File: src/rtl/interrupt_ack_sequencer.sv
// interrupt_ack_sequencer
// Sequences the INTA# pulse train for the 8259A. It tracks READY/ACK1/ACK2/ACK3,
// latches the acknowledged one-hot level at ACK1, and drives the vector/CALL
// bytes. At the end of a sequence it emits a completion pulse and an optional
// automatic-EOI pulse.
// Optional feature macro: MCS80_MODE_EN. When it is defined, the three-pulse
// MCS-80/85 sequence is available. When it is undefined, only the 8086
// two-pulse sequence exists.
module interrupt_ack_sequencer (
  input  logic        clock,
  input  logic        reset,
  input  logic        interrupt_acknowledge_n,
  input  logic [7:0]  highest_request,
  input  logic        u8086_or_mcs80_config,
  input  logic [4:0]  vector_base,
  input  logic [10:0] call_address,
  input  logic        call_interval_4_config,
  input  logic        auto_eoi_config,
  input  logic        cascade_output_ack_2_3,
  output logic [2:0]  control_state,
  output logic [7:0]  acknowledge_interrupt,
  output logic [7:0]  data_bus_out,
  output logic        data_bus_enable,
  output logic        end_of_acknowledge_sequence,
  output logic        auto_eoi_clear
);

  typedef enum logic [2:0] {
    READY = 3'b000,
    ACK1  = 3'b001,
    ACK2  = 3'b010,
    ACK3  = 3'b011
  } state_t;

  state_t      state_r;
  logic        inta_prev_r;
  logic        mode_r;        // 1 = 8086, 0 = MCS-80/85, frozen at ACK1
  logic [7:0]  ack_r;
  logic        end_r;
  logic        eoi_r;
  logic        fall_s;
  logic        rise_s;
  logic        mode_sel_s;
  logic [2:0]  num_s;
  logic [7:0]  bus_byte_s;
  logic        bus_en_s;

  // Binary index of a one-hot level. The latch is always one-hot or zero.
  function automatic logic [2:0] onehot_to_index(input logic [7:0] v);
    logic [2:0] idx;
    idx = 3'd0;
    for (int i = 0; i < 8; i++) begin
      if (v[i]) begin
        idx = i[2:0];
      end else begin
        idx = idx;
      end
    end
    return idx;
  endfunction

`ifdef MCS80_MODE_EN
  assign mode_sel_s = u8086_or_mcs80_config;
`else
  // Without MCS-80 support, the mode input and the CALL-address inputs have no
  // function.
  logic unused_cfg_s;
  assign unused_cfg_s = ^{u8086_or_mcs80_config, call_address, call_interval_4_config};
  assign mode_sel_s   = 1'b1;
`endif

  assign fall_s = inta_prev_r & ~interrupt_acknowledge_n;
  assign rise_s = ~inta_prev_r & interrupt_acknowledge_n;
  assign num_s  = onehot_to_index(ack_r);

  // Acknowledge FSM: edge tracking, level latch, mode freeze and end-of-sequence pulses.
  always_ff @(posedge clock) begin
    if (reset) begin
      state_r     <= READY;
      inta_prev_r <= 1'b1;
      mode_r      <= 1'b1;
      ack_r       <= 8'h00;
      end_r       <= 1'b0;
      eoi_r       <= 1'b0;
    end else begin
      inta_prev_r <= interrupt_acknowledge_n;
      end_r       <= 1'b0;
      eoi_r       <= 1'b0;
      case (state_r)
        READY: begin
          if (fall_s) begin
            state_r <= ACK1;
            ack_r   <= (highest_request == 8'h00) ? 8'h80 : highest_request;
            mode_r  <= mode_sel_s;
          end else begin
            state_r <= READY;
          end
        end
        ACK1: begin
          if (fall_s) begin
            state_r <= ACK2;
          end else begin
            state_r <= ACK1;
          end
        end
        ACK2: begin
          if (rise_s && mode_r) begin
            state_r <= READY;
            end_r   <= 1'b1;
            eoi_r   <= auto_eoi_config;
          end else if (fall_s && !mode_r) begin
            state_r <= ACK3;
          end else begin
            state_r <= ACK2;
          end
        end
        ACK3: begin
          if (rise_s) begin
            state_r <= READY;
            end_r   <= 1'b1;
            eoi_r   <= auto_eoi_config;
          end else begin
            state_r <= ACK3;
          end
        end
        default: begin
          state_r <= READY;
        end
      endcase
    end
  end

  // Byte selection and drive permission for the current acknowledge pulse.
  always_comb begin
    bus_byte_s = 8'h00;
    bus_en_s   = 1'b0;
    if (!interrupt_acknowledge_n && (state_r != READY)) begin
      case (state_r)
        ACK1: begin
`ifdef MCS80_MODE_EN
          // The CALL opcode comes from the master, so it does not need cascade permission.
          if (!mode_r) begin
            bus_byte_s = 8'hCD;
            bus_en_s   = 1'b1;
          end else begin
            bus_byte_s = 8'h00;
            bus_en_s   = 1'b0;
          end
`else
          bus_byte_s = 8'h00;
          bus_en_s   = 1'b0;
`endif
        end
        ACK2: begin
          if (cascade_output_ack_2_3) begin
            bus_en_s = 1'b1;
`ifdef MCS80_MODE_EN
            if (mode_r) begin
              bus_byte_s = {vector_base, num_s};
            end else if (call_interval_4_config) begin
              bus_byte_s = {call_address[2:0], num_s, 2'b00};
            end else begin
              bus_byte_s = {call_address[2:1], num_s, 3'b000};
            end
`else
            bus_byte_s = {vector_base, num_s};
`endif
          end else begin
            bus_byte_s = 8'h00;
            bus_en_s   = 1'b0;
          end
        end
        ACK3: begin
`ifdef MCS80_MODE_EN
          if (cascade_output_ack_2_3) begin
            bus_byte_s = call_address[10:3];
            bus_en_s   = 1'b1;
          end else begin
            bus_byte_s = 8'h00;
            bus_en_s   = 1'b0;
          end
`else
          bus_byte_s = 8'h00;
          bus_en_s   = 1'b0;
`endif
        end
        default: begin
          bus_byte_s = 8'h00;
          bus_en_s   = 1'b0;
        end
      endcase
    end else begin
      bus_byte_s = 8'h00;
      bus_en_s   = 1'b0;
    end
  end

  assign control_state               = state_r;
  assign acknowledge_interrupt       = ack_r;
  assign data_bus_enable             = bus_en_s;
  assign data_bus_out                = bus_en_s ? bus_byte_s : 8'h00;
  assign end_of_acknowledge_sequence = end_r;
  assign auto_eoi_clear              = eoi_r;

endmodule

File: config.mk
export PLATFORM = sky130hd
export DESIGN_NAME = interrupt_ack_sequencer
export DESIGN_NICKNAME = d
export VERILOG_FILES = /design/src/rtl/interrupt_ack_sequencer.sv
export SDC_FILE = /design/constraint.sdc
export NUM_CORES = 1
export LEC_CHECK = 0
export CAP_MARGIN = 15
export CORE_ASPECT_RATIO = 1.4
export CORE_UTILIZATION = 27
export DETAILED_ROUTE_END_ITERATION = 10
export PLACE_DENSITY = 0.74
export SLEW_MARGIN = 20
export SYNTH_ARGS = -nofsm -noshare
export SYNTH_HDL_FRONTEND = slang
export SYNTH_SLANG_ARGS = --single-unit
File: constraint.sdc
create_clock -name clock -period 1.4 [get_ports clock]
set_clock_uncertainty 0.05 [all_clocks]
set_input_delay 0.14 -clock clock [delete_from_list [all_inputs] [get_ports clock]]
set_output_delay 0.14 -clock clock [all_outputs]
set_load 0.02 [all_outputs]
Word-level counts from Yosys, hierarchy flattened
Cells that the tools add are included.
{ "totals": {"inputBits": 31, "out_inout_bits": 22, "wordCells": 44, "regBits": 14} }
{ "classes": {"eq_ne": 3, "muxes": 21, "reduce_logical": 9, "bitwise_logic": 6} }
{ "op_table": {"columns": ["op", "count"], "rows": [
  ["$mux 8", 5],
  ["$mux 3", 6],
  ["$pmux 3 s4", 1],
  ["$logic_not 8->1", 1],
  ["$eq 3x2->1 const B", 2],
  ["$mux 1", 6],
  ["$mux 2", 3],
  ["$not 1->1", 4],
  ["$reduce_or 2->1", 2],
  ["$eq 3x1->1 const B", 1],
  ["$logic_not 3->1", 1],
  ["$reduce_bool 3->1", 1],
  ["$reduce_or 3->1", 1],
  ["$and 1x1->1", 2],
  ["$reduce_and 2->1", 1],
  ["$logic_and 1x1->1", 1],
  ["$logic_not 1->1", 1]
]} }

Depth between registers and ports, before layout
{ "depth": {"ltp_word": 11, "ltp_mapped": 4, "ltp_nobuf": 4} }

Least setup slack after synthesis
No wires, ideal clock.
{ "synth_path": {"kind": "register to register", "from": "register state_r[0] (netlist: control_state[0])", "to": "register ack_r[7] (netlist: acknowledge_interrupt[7])", "t_arrival_ps": 1269, "path_slack_ps": -50, "path_buffers": 1, "setup_time_ps": 131, "stages_incl_launch_ff": 5, "required_ps": 1219, "period_less_slack_ps": 1450, "path_cell_list": "dfxtp_1 -> or4b_1 -> buf_2 -> a211oi_2 -> nor3_1"} }
{ "synth_between": {"elab_chain_len": 2} }
{ "synth_rtl": {"columns": ["item", "line", "source"], "rows": [
  ["start, declared", "35", "state_t state_r;"],
  ["start signal, assigned", "79", "state_r <= READY;"],
  ["start signal, assigned", "92", "state_r <= ACK1;"],
  ["start signal, assigned", "96", "state_r <= READY;"],
  ["$logic_not 3->1", "89", "case (state_r)"],
  ["$reduce_and 2->1 (no source line)", null, null],
  ["end signal, assigned", "93", "ack_r <= (highest_request == 8'h00) ? 8'h80 : highest_request;"],
  ["end, declared", "38", "logic [7:0] ack_r;"]
]} }
No other way between the ends.
A chain may end at the register's enable or synchronous reset.

Worst setup path after layout
{ "layout_path": {"from": "register state_r[0] (netlist: control_state[0])", "to": "register ack_r[3] (netlist: acknowledge_interrupt[3])"} }
Same word-level chain as after synthesis.

==> flow_metrics.env <==
export IMPL_end_kind="register"
export IMPL_ff2ff_setup_slack_ns=-0.05
export IMPL_layout_worst_path_cycle_share=1.034
export IMPL_post_drt_wl_per_cell_um=13.47
export IMPL_async_flop_share=0
export IMPL_io_pins=53
export IMPL_clock_fmax_mhz=690.9
export IMPL_netlist_instances=75
export IMPL_worst_skew_pair_late_latency_ns=0.27
export IMPL_clkSlewWorstSetupHoldPaths_ns=0.07
export IMPL_htreeDepth=1
export IMPL_gr_total_overflow=0
export IMPL_synth_flop_cell="dfxtp_1"
export IMPL_firstDrtPassIters=4
export IMPL_final_nets=161
export IMPL_drc_errors=0
export IMPL_most_common_cell_in_the_synthesized_netlist="nand2_1"
export IMPL_status="finished with violations"
export IMPL_crit_arrival_ns=1.56
export IMPL_fp_dieArea_um2=2395
export IMPL_die_width_um=41.65
export IMPL_drive_above_1_share=0.4264
export IMPL_postSynthAreaPerCell_um2=7.924
export IMPL_grt_pass1_vias=706
export IMPL_mappedNetlistArea_um2=594.3
export IMPL_p_per_area_nw_per_um2=777.0
export IMPL_maximum_number_of_pins_on_one_net_before_global_route_repair=12
export IMPL_critical_path_max_fanout=4
export IMPL_yosysWarningCount=0
export IMPL_hold_viol_final=0
export IMPL_critical_path_cell_list="buf_6 -> or4b_4 -> buf_12 -> nand2_4 -> a21oi_2"
export IMPL_layout_core_utilization=0.6043
export IMPL_floorplan_core_area_um2=2021
export IMPL_cp_top_family="simple AND/OR/NAND/NOR gates"
export IMPL_drt_vias_per_instance=5.100
export IMPL_yosys_register_bits=13
export IMPL_cp_num_cells=5
export IMPL_critical_path_slowest_cell="or4b_4"
export IMPL_finalSetupViolCount=9
export IMPL_final_max_slew_violation_count=0
export IMPL_reg2regPathDepth=5
export IMPL_timing_hold_worst_start="interrupt_acknowledge_n"
export IMPL_ys_top_cells_by_count="nand2_1, a21oi_1, dfxtp_1"
export IMPL_failed_checks="setup timing"
export IMPL_max_cap_violations=0
export IMPL_final_critical_path_setup_slack_ns=-0.04731
export IMPL_std_cell_rows=19
export IMPL_cp_slowest_stage_delay_ns=0.56
export IMPL_p_leak_nw=0.5665
export IMPL_antenna_cells_inserted=0
export IMPL_synth_edff_count=0
export IMPL_final_hold_worst_slack_ns=0.3484
export IMPL_deepest_clock_path_buffer_count=2
export IMPL_port_buffers=38
export IMPL_p_r_area_growth_vs_syn_pct=105.5
export IMPL_postRouteWirelength_um=2020
export IMPL_groute_usage_overall=0.1497
export IMPL_critical_path_startpoint="control_state[0]"
export IMPL_power_ir_vdd_worst_uv=438.4
export IMPL_timing_rr_start="control_state[0]"
export IMPL_antenna_found_initial=0
export IMPL_final_design_area_no_fill_um2=1221
export IMPL_setup_crit_path_kind="register to register"
export IMPL_critPathBufInv=2
export IMPL_fp_dieH_um=57.51
export IMPL_placement_cell_area_um2=1062
export IMPL_clock_tree_root_cell="clkbuf_4"
export IMPL_synthDominantCellAreaShare=0.4379
export IMPL_path_type_of_the_worst_min_delay_path="input port to register"
export IMPL_finalCriticalPeriod_ns=1.447
export IMPL_hold_path_depth=3
export IMPL_clock_tree_from_tritoncts="yes"
export IMPL_synth_top_cell_by_area="dfxtp_1"
export IMPL_numClockSinks=13
export IMPL_place_gp_congestion=0.8721
export IMPL_fraction_of_the_yosys_area_taken_by_sequential_cells=0.4379
export IMPL_worstPathRequired_ns=1.51
export IMPL_numCtsBuffers=3
export IMPL_dp_worst_slack_ns=-0.5219
export IMPL_synthTopCellsByArea="dfxtp_1, a21oi_1, nand2_1"
export IMPL_unrepaired_setup_endpoints_after_global_routing="yes"
export IMPL_place_hpwl_um=1319
export IMPL_ant_nets=0
export IMPL_via_count=765
export IMPL_synthDistinctLibCells=23
export IMPL_first_iter_violations=6
export IMPL_setup_worst_path_start_class="register"
export IMPL_grt_first_pass_wirelength_um=2835
export IMPL_mappedNetlistNets=106
export IMPL_initial_utilization=0.2941
==> cell type report <==
cell class / instances / area [µm²]
fill: 175 / 799.5
multi-input combinational: 56 / 394.1
sequential: 13 / 266.5
timing repair buffer: 53 / 496.7
clock buffer: 4 / 26.28
tap: 21 / 26.28
inverter: 3 / 11.26
==> worst min-delay path: stages <==
cell and delay [ns]:
dlygate4sd2_1 0.24, buf_4 0.17, a2111oi_1 0.08
==> layout by cell type (no fill, tap or decap), types with 2 or more instances in the layout <==
| cell type | count |
|---|---|
| buf_2 | 2 |
| o21ai_0 | 2 |
| buf_6 | 8 |
| dfxtp_1 | 8 |
| inv_1 | 2 |
| buf_4 | 13 |
| a21oi_2 | 6 |
| dlygate4sd2_1 | 11 |
| dfxtp_2 | 5 |
| nor2_2 | 2 |
| nor2_1 | 4 |
| a21oi_1 | 7 |
| and2_1 | 4 |
| clkdlybuf4s50_1 | 17 |
| nand2_1 | 8 |
| clkbuf_4 | 3 |
| nor3_1 | 2 |
| and2_4 | 2 |
| nand2_4 | 6 |
==> per-layer routing <==
| metal | vias to the layer above | GRT usage | part of all wire |
|---|---|---|---|
| met5 | - | 0 | 0 |
| met4 | 0 | 0.05530 | 0.013 |
| met1 | 360 | 0.1686 | 0.40 |
| met2 | 38 | 0.2545 | 0.51 |
| li1 | 363 | - | - |
| met3 | 4 | 0.05696 | 0.075 |
==> registers in the layout, indices dropped and copies added, names as in the netlist <==
name and flops:
auto_eoi_clear 1, end_of_acknowledge_sequence 1, acknowledge_interrupt 8, inta_prev_r 1, control_state 2
==> report_power, final <==
part | switching [mW] | total [mW] | internal (mW)
Clock | 0.109 | 0.219 | 0.110
Sequential | 0.0244 | 0.419 | 0.395
Combinational | 0.147 | 0.311 | 0.164
Total | 0.280 | 0.949 | 0.669
==> stage by stage <==
stage | total power [mW] | instances | TNS, ns
finish | 0.9489 | 150 | -0.2996
global route | 0.9934 | 150 | -0.7402
CTS | 0.9108 | 149 | -0.09136
detailed placement | 0.6736 | 141 | -7.419
global placement | 0.6685 | 141 | -7.083
floorplan | 0.5303 | 75 | 0
==> worst paths after layout <==
path,end
setup reg to reg,acknowledge_interrupt[3]
hold reg to reg,acknowledge_interrupt[2]
setup / recovery,acknowledge_interrupt[3]
hold / removal,control_state[0]
==> kinds of logic after synthesis <==
kind of cell	count (synthesis)	synth area share
AOI/OAI and AO/OA	19	0.1853
other	1	0.006310
buffers and inverters	6	0.04631
and+or+nand+nor	36	0.3242
DFF	13	0.4379
==> what timing repair did <==
item	in CTS	in global routing
pin swaps	9	13
gates resized for setup	63	30
cloned	0	0
hold buffers	0	0
setup endpoints to repair	27	18
endpoints found under the hold margin	0	0
buffers inserted	4	1
(Power assumes the default switching activity.)
